## src/rtl/sift_desc_pkg.sv

```systemverilog
`default_nettype none
// +--------------------------------------------------------------------------+
// | sift_desc_pkg: default orientation-histogram constants, beat-sum width    |
// | Rev 1.0                                                                   |
// +--------------------------------------------------------------------------+
package sift_desc_pkg;

  localparam int DEF_LANES    = 16;
  localparam int DEF_ANG_W    = 9;
  localparam int DEF_MAG_W    = 9;
  localparam int DEF_NBINS    = 8;
  localparam int DEF_BIN_SPAN = 45;
  localparam int DEF_ACC_W    = 16;

  // Width that holds LANES full-scale magnitudes without overflow.
  function automatic int beat_sum_w(input int mag_w, input int lanes);
    return mag_w + $clog2(lanes);
  endfunction

endpackage
`default_nettype wire

```

## src/rtl/hist_bin_sum.sv

```systemverilog
`default_nettype none
// +--------------------------------------------------------------------------+
// | hist_bin_sum: per-bin angle mask (stage 1) and lane adder tree (stage 2)  |
// | Rev 1.0                                                                   |
// +--------------------------------------------------------------------------+
module hist_bin_sum
  import sift_desc_pkg::*;
#(
  parameter int LANES  = DEF_LANES,
  parameter int ANG_W  = DEF_ANG_W,
  parameter int MAG_W  = DEF_MAG_W,
  parameter int BIN_LO = 0,
  parameter int BIN_HI = DEF_BIN_SPAN,
  parameter int SUM_W  = beat_sum_w(DEF_MAG_W, DEF_LANES)
) (
  input  logic                           iclk,
  input  logic                           ireset,
  input  logic [LANES*(ANG_W+MAG_W)-1:0] idata,
  output logic [SUM_W-1:0]               osum
);

  localparam int c_LANE_W = ANG_W + MAG_W;

  logic [MAG_W-1:0] w_masked [LANES];
  logic [MAG_W-1:0] r_masked [LANES];
  logic [SUM_W-1:0] w_sum;
  logic [SUM_W-1:0] r_sum;

  always_comb begin
    for (int k = 0; k < LANES; k++) begin
      w_masked[k] = '0;
      if ((32'(idata[k*c_LANE_W+MAG_W +: ANG_W]) >= 32'(BIN_LO)) &&
          (32'(idata[k*c_LANE_W+MAG_W +: ANG_W]) <  32'(BIN_HI)))
        w_masked[k] = idata[k*c_LANE_W +: MAG_W];
    end
  end

  always_ff @(posedge iclk) begin
    if (ireset) begin
      for (int k = 0; k < LANES; k++) r_masked[k] <= '0;
    end else begin
      for (int k = 0; k < LANES; k++) r_masked[k] <= w_masked[k];
    end
  end

  always_comb begin
    w_sum = '0;
    for (int k = 0; k < LANES; k++) w_sum = w_sum + SUM_W'(r_masked[k]);
  end

  always_ff @(posedge iclk) begin
    if (ireset) r_sum <= '0;
    else        r_sum <= w_sum;
  end

  assign osum = r_sum;

endmodule
`default_nettype wire

```

## src/rtl/orientation_hist_accum.sv

```systemverilog
`default_nettype none
// +--------------------------------------------------------------------------+
// | orientation_hist_accum: windowed orientation histogram, 3-stage pipeline  |
// | Option macro HIST_SATURATE_EN: clamp accumulators instead of wrapping.    |
// | Rev 1.0                                                                   |
// +--------------------------------------------------------------------------+
module orientation_hist_accum
  import sift_desc_pkg::*;
#(
  parameter int LANES    = DEF_LANES,
  parameter int ANG_W    = DEF_ANG_W,
  parameter int MAG_W    = DEF_MAG_W,
  parameter int NBINS    = DEF_NBINS,
  parameter int BIN_SPAN = DEF_BIN_SPAN,
  parameter int ACC_W    = DEF_ACC_W
) (
  input  logic                           iclk,
  input  logic                           ireset,
  input  logic                           ivalid,
  input  logic                           ilast,
  input  logic [LANES*(ANG_W+MAG_W)-1:0] idata,
  output logic [NBINS*ACC_W-1:0]         ohist,
  output logic                           ovalid,
  output logic                           obusy
);

  localparam int c_SUM_W = beat_sum_w(MAG_W, LANES);
`ifdef HIST_SATURATE_EN
  localparam int c_ADD_W = ACC_W + 1;
`else
  localparam int c_ADD_W = ACC_W;
`endif

  localparam logic [0:0] c_ST_IDLE = 1'b0;
  localparam logic [0:0] c_ST_OPEN = 1'b1;

  logic [0:0]             r_state;
  logic                   r_v1, r_first1, r_last1;
  logic                   r_v2, r_first2, r_last2;
  logic [c_SUM_W-1:0]     w_sum     [NBINS];
  logic [c_ADD_W-1:0]     w_add     [NBINS];
  logic [ACC_W-1:0]       w_acc_nxt [NBINS];
  logic [ACC_W-1:0]       r_acc     [NBINS];
  logic [NBINS*ACC_W-1:0] r_hist;
  logic                   r_ovalid;

  always_ff @(posedge iclk) begin
    if (ireset)      r_state <= c_ST_IDLE;
    else if (ivalid) r_state <= ilast ? c_ST_IDLE : c_ST_OPEN;
  end

  // First/last flags travel with the data so they line up with stage 3.
  always_ff @(posedge iclk) begin
    if (ireset) begin
      r_v1 <= 1'b0; r_first1 <= 1'b0; r_last1 <= 1'b0;
      r_v2 <= 1'b0; r_first2 <= 1'b0; r_last2 <= 1'b0;
    end else begin
      r_v1     <= ivalid;
      r_first1 <= ivalid & (r_state == c_ST_IDLE);
      r_last1  <= ivalid & ilast;
      r_v2     <= r_v1;
      r_first2 <= r_first1;
      r_last2  <= r_last1;
    end
  end

  for (genvar b = 0; b < NBINS; b++) begin : g_bin
    hist_bin_sum #(
      .LANES  (LANES),
      .ANG_W  (ANG_W),
      .MAG_W  (MAG_W),
      .BIN_LO (b * BIN_SPAN),
      .BIN_HI ((b + 1) * BIN_SPAN),
      .SUM_W  (c_SUM_W)
    ) u_sum (
      .iclk   (iclk),
      .ireset (ireset),
      .idata  (idata),
      .osum   (w_sum[b])
    );
  end

  always_comb begin
    for (int b = 0; b < NBINS; b++) begin
      w_add[b] = c_ADD_W'(r_acc[b]) + c_ADD_W'(w_sum[b]);
      if (r_first2)
        w_acc_nxt[b] = ACC_W'(w_sum[b]);
`ifdef HIST_SATURATE_EN
      else if (w_add[b][c_ADD_W-1])
        w_acc_nxt[b] = '1;
`endif
      else
        w_acc_nxt[b] = w_add[b][ACC_W-1:0];
    end
  end

  // ohist is a separate register so a following window cannot disturb it.
  always_ff @(posedge iclk) begin
    if (ireset) begin
      for (int b = 0; b < NBINS; b++) r_acc[b] <= '0;
      r_hist   <= '0;
      r_ovalid <= 1'b0;
    end else begin
      r_ovalid <= r_v2 & r_last2;
      if (r_v2) begin
        for (int b = 0; b < NBINS; b++) r_acc[b] <= w_acc_nxt[b];
      end
      if (r_v2 & r_last2) begin
        for (int b = 0; b < NBINS; b++) r_hist[b*ACC_W +: ACC_W] <= w_acc_nxt[b];
      end
    end
  end

  assign ohist  = r_hist;
  assign ovalid = r_ovalid;
  assign obusy  = (r_state == c_ST_OPEN) | r_v1 | r_v2;

endmodule
`default_nettype wire
```

## config.mk

```make
export PLATFORM = sky130hd
export DESIGN_NAME = orientation_hist_accum
export DESIGN_NICKNAME = d
export VERILOG_FILES = /design/src/rtl/sift_desc_pkg.sv /design/src/rtl/hist_bin_sum.sv /design/src/rtl/orientation_hist_accum.sv
export SDC_FILE = /design/constraint.sdc
export NUM_CORES = 2
export LEC_CHECK = 0
export CAP_MARGIN = 20
export CORE_ASPECT_RATIO = 0.6
export CORE_UTILIZATION = 35
export CTS_CLUSTER_SIZE = 30
export DETAILED_ROUTE_END_ITERATION = 8
export PLACE_DENSITY = 0.59
export SLEW_MARGIN = 20
export SYNTH_ARGS = -nofsm -noshare
export SYNTH_HDL_FRONTEND = slang
export SYNTH_SLANG_ARGS = --single-unit
```

## constraint.sdc

```tcl
create_clock -name iclk -period 6.71 [get_ports iclk]
set_clock_uncertainty 0.1 [all_clocks]
set_input_delay 1.6775 -clock iclk [delete_from_list [all_inputs] [get_ports iclk]]
set_output_delay 1.6775 -clock iclk [all_outputs]
set_load 0.05 [all_outputs]
```

==> results.yml <==
placement:
  dp_slack_ps: -260.9
  place_congestion: 0.9565
  port_buffers: 421
  dp.cells: 11180
  place_hpwl_mm: 241.3
setup_path:
  worstPathArrival_ps: 7110
  cp_slowest_stage_delay_ps: 550
  critical_path_class: "reg -> reg"
  rr_worst_depth: 27
  slowest_stage: "fa_2"
  cp-start-kind: "flip-flop"
  cp_max_fo: 2
  cp_top_family: "adder cells"
  crit_cells: 27
  end_kind: "flip-flop"
  cp.buffers_inverters: 7
  crit_required_ps: 7250
sta:
  setup_tns_ps: 0
  setup_slack_ps: 138.1
  max_freq_ghz: 0.1522
  hold_violations: 0
  maxSlewHeadroom_pct: 12.51
  fin_crit_ps: 6572
  worstMarginPinSlew_ps: 1308
  setup_viol: 0
  timing.final.crit_share_pct: 97.94
  finalMaxSlewViolations: 0
logic_synthesis:
  seq_area_frac_synth_pct: 39.26
  ys_ff_latch: 1520
  synth_nets: 9260
  synth_cells: 7696
  synth_warnings: 0
  synth_ff_type: "dfxtp_1"
  syn-cell-area_um2: 80770
  synthArstFlopShare_pct: 0
  syn_area_per_cell_um2: 10.49
  yosysUniqueCellTypes: 69
  synth_edf_count: 128
finish:
  final-instance-count-excl-fill: 11590
  final_core_util_pct: 42.31
  layout.nets: 9878
  area_growth_pct: 20.08
  drive_above_1_share_pct: 9.815
power_and_ir_drop:
  switching_share_pct: 31.95
  p_seq_share_pct: 37.9
  p_total_mw: 26.06
  comb_power_share_pct: 27.1
  power.switching_mw: 8.327
  p_clk_share_pct: 35.0
  p_int_mw: 17.74
  powerDensity_nw_per_um2: 268.7
  leakage_nw: 42.14
  ir_drop_mv: 0.1857
floorplan:
  initial_core_util_pct: 35.24
  die_area_um2: 232800
  die_x_um: 622.2
  core_area_um2: 229200
  fp.dieH_um: 374.1
  row_count: 136
  boundaryPins: 422
routing:
  ant_nets: 0
  vias_per_cell: 5.037
  dr_total_vias: 58400
  routedWlPerCell_um: 25.41
  drt_pre_antenna_iters: 8
  drtIter0Drc: 5983
  totalWireLength_mm: 294.6
  drc: 0
clock_network:
  clkTransAtPathRegs_ps: 60
  hold_buffers: 0
  clockRootBuffer: "clkbuf_16"
  htreeDepth: 4
  cts_tree: "built"
  clock-sinks: 1520
  cts.path.max_buffers: 4
  numCtsBuffers: 155
  clk_latency_ps: 850
grt:
  grt_use_total_pct: 25.10
  antenna_found_initial: 154
  first_global_vias: 58920
  gr-total-overflow: 0
  grt_max_degree: 101
  grt_pass1_wl_mm: 416.0
run_status:
  status: "complete, no violations"
min_path:
  min_path_cells: 1
  hold_path.class: "reg -> reg"
job:
  maxCapViolCount: 0
==> power by group through the flow <==
stage | registers (mW) | clock network, mW | logic (mW)
2_1_floorplan | 9.98 | 0 | 4.07
3_3_place_gp | 10.1 | 0 | 6.49
3_5_place_dp | 10.1 | 0 | 6.57
4_1_cts | 9.89 | 9.22 | 6.74
5_1_grt | 9.92 | 9.63 | 7.87
6_report | 9.88 | 9.13 | 7.06
==> registers in the layout (all words and copies together) (netlist names) <==
signal and count:
ovalid 1, r_acc 128, g_bin.u_sum.r_masked 1152, g_bin.u_sum.osum 104
ohist 128, r_state 1, r_last1 1, r_last2 1
r_v2 1, r_v1 1, r_first1 1, r_first2 1
==> logic make-up after synthesis <==
family | share of synthesized area (%)
flops | 39.26
mux | 0.5933
xor+xnor | 2.212
buf+inv | 6.709
fa+ha+maj | 28.33
compound gates | 7.351
simple gates | 15.54
==> path summary, 6_finish.rpt <==
check	startpoint	end	slack, ps
hold / removal	r_first1$_SDFF_PP0_	r_first2$_SDFF_PP0_	350
hold reg to reg	r_first1$_SDFF_PP0_	r_first2$_SDFF_PP0_	350
setup reg to reg	g_bin[4].u_sum.r_masked[0][9]$_SDFF_PP0_	g_bin[4].u_sum.osum[10]$_SDFF_PP0_	140
setup / recovery	g_bin[4].u_sum.r_masked[0][9]$_SDFF_PP0_	g_bin[4].u_sum.osum[10]$_SDFF_PP0_	140
==> synth_stat cells, drive strengths merged, types with 6 or more instances <==
library cell  number  area, µm²
o21a              20      150.1
fa               928      18580
mux2              15      168.9
nor2b             75      469.2
ha               344       4304
a21boi            10      75.07
a21oi            252       1265
xor2             107      937.2
edfxtp           128       3844
nand4b             6      52.55
nor3b             14      105.1
o2111ai            7      61.31
nor2             440       1652
a41oi              9      78.83
nor3              87      435.4
o21ai            255       1280
o21bai            11      82.58
mux2i             31      310.3
o211a             40      400.4
and4              10      87.58
a2111oi           22      236.5
o41ai             18      157.7
or2                6      37.54
a21o              81      608.1
o31ai             15      112.6
a211oi            91      683.2
buf               16      62.56
a31oi             20      125.1
nand3            111      555.5
a211o             14      123.9
and3              96      600.6
and2            1091       6825
nand2b            64      400.4
nand4              8      50.05
xnor2             97      849.6
o211ai            31      237.7
clkbuf           157      589.3
inv             1269       4763
nand2            195      732.0
or3               17      106.4
nor4              56      362.8
dfxtp           1392      27870
nor4b              6      52.55
==> area by class of cell <==
cell class              instances  area [µm²]
clock inverters                40       568.0
fillers                     21580      132200
multi-input cells            4733       45360
well taps                    3036        3799
repair buffers                634        5802
flip-flops and latches       1520       31740
clock buffers                 229        4623
diodes                        132       330.3
inverters                    1270        4770
==> per-layer routing <==
| layer | part of all wire, % | GRT usage [%] | up-vias |
|---|---|---|---|
| met5 | 0 | 0 | - |
| met3 | 12 | 6.132 | 342 |
| li1 | - | - | 25720 |
| met1 | 44 | 37.43 | 29480 |
| met4 | 1.9 | 5.425 | 0 |
| met2 | 42 | 36.45 | 2861 |
==> layout by cell type, fill, tap and decap left out, types with 204 or more instances in the layout <==
master	netlist	routed
dfxtp_1	1392	1372
inv_1	1269	1220
and2_1	1091	1089
fa_1	928	893
nor2_1	440	438
clkdlybuf4s50_1	0	399
ha_1	344	306
a21oi_1	251	227
o21ai_0	246	224
buf_4	0	204
==> through the flow <==
stage	area, µm²	hold WS, ps
floorplan	80770	308.0
global placement	89930	332.1
detailed placement	89980	329.3
CTS	95530	350.6
global route	96750	364.2
finish	96990	350.2
==> repair_timing <==
item	4_1_cts	5_1_grt
setup buffers	2	14
pin swaps	47	288
resized for setup	72	268
endpoints found under the hold margin	0	0
endpoints found under the setup margin	32	42
Power figures use the tool's default switching activity.
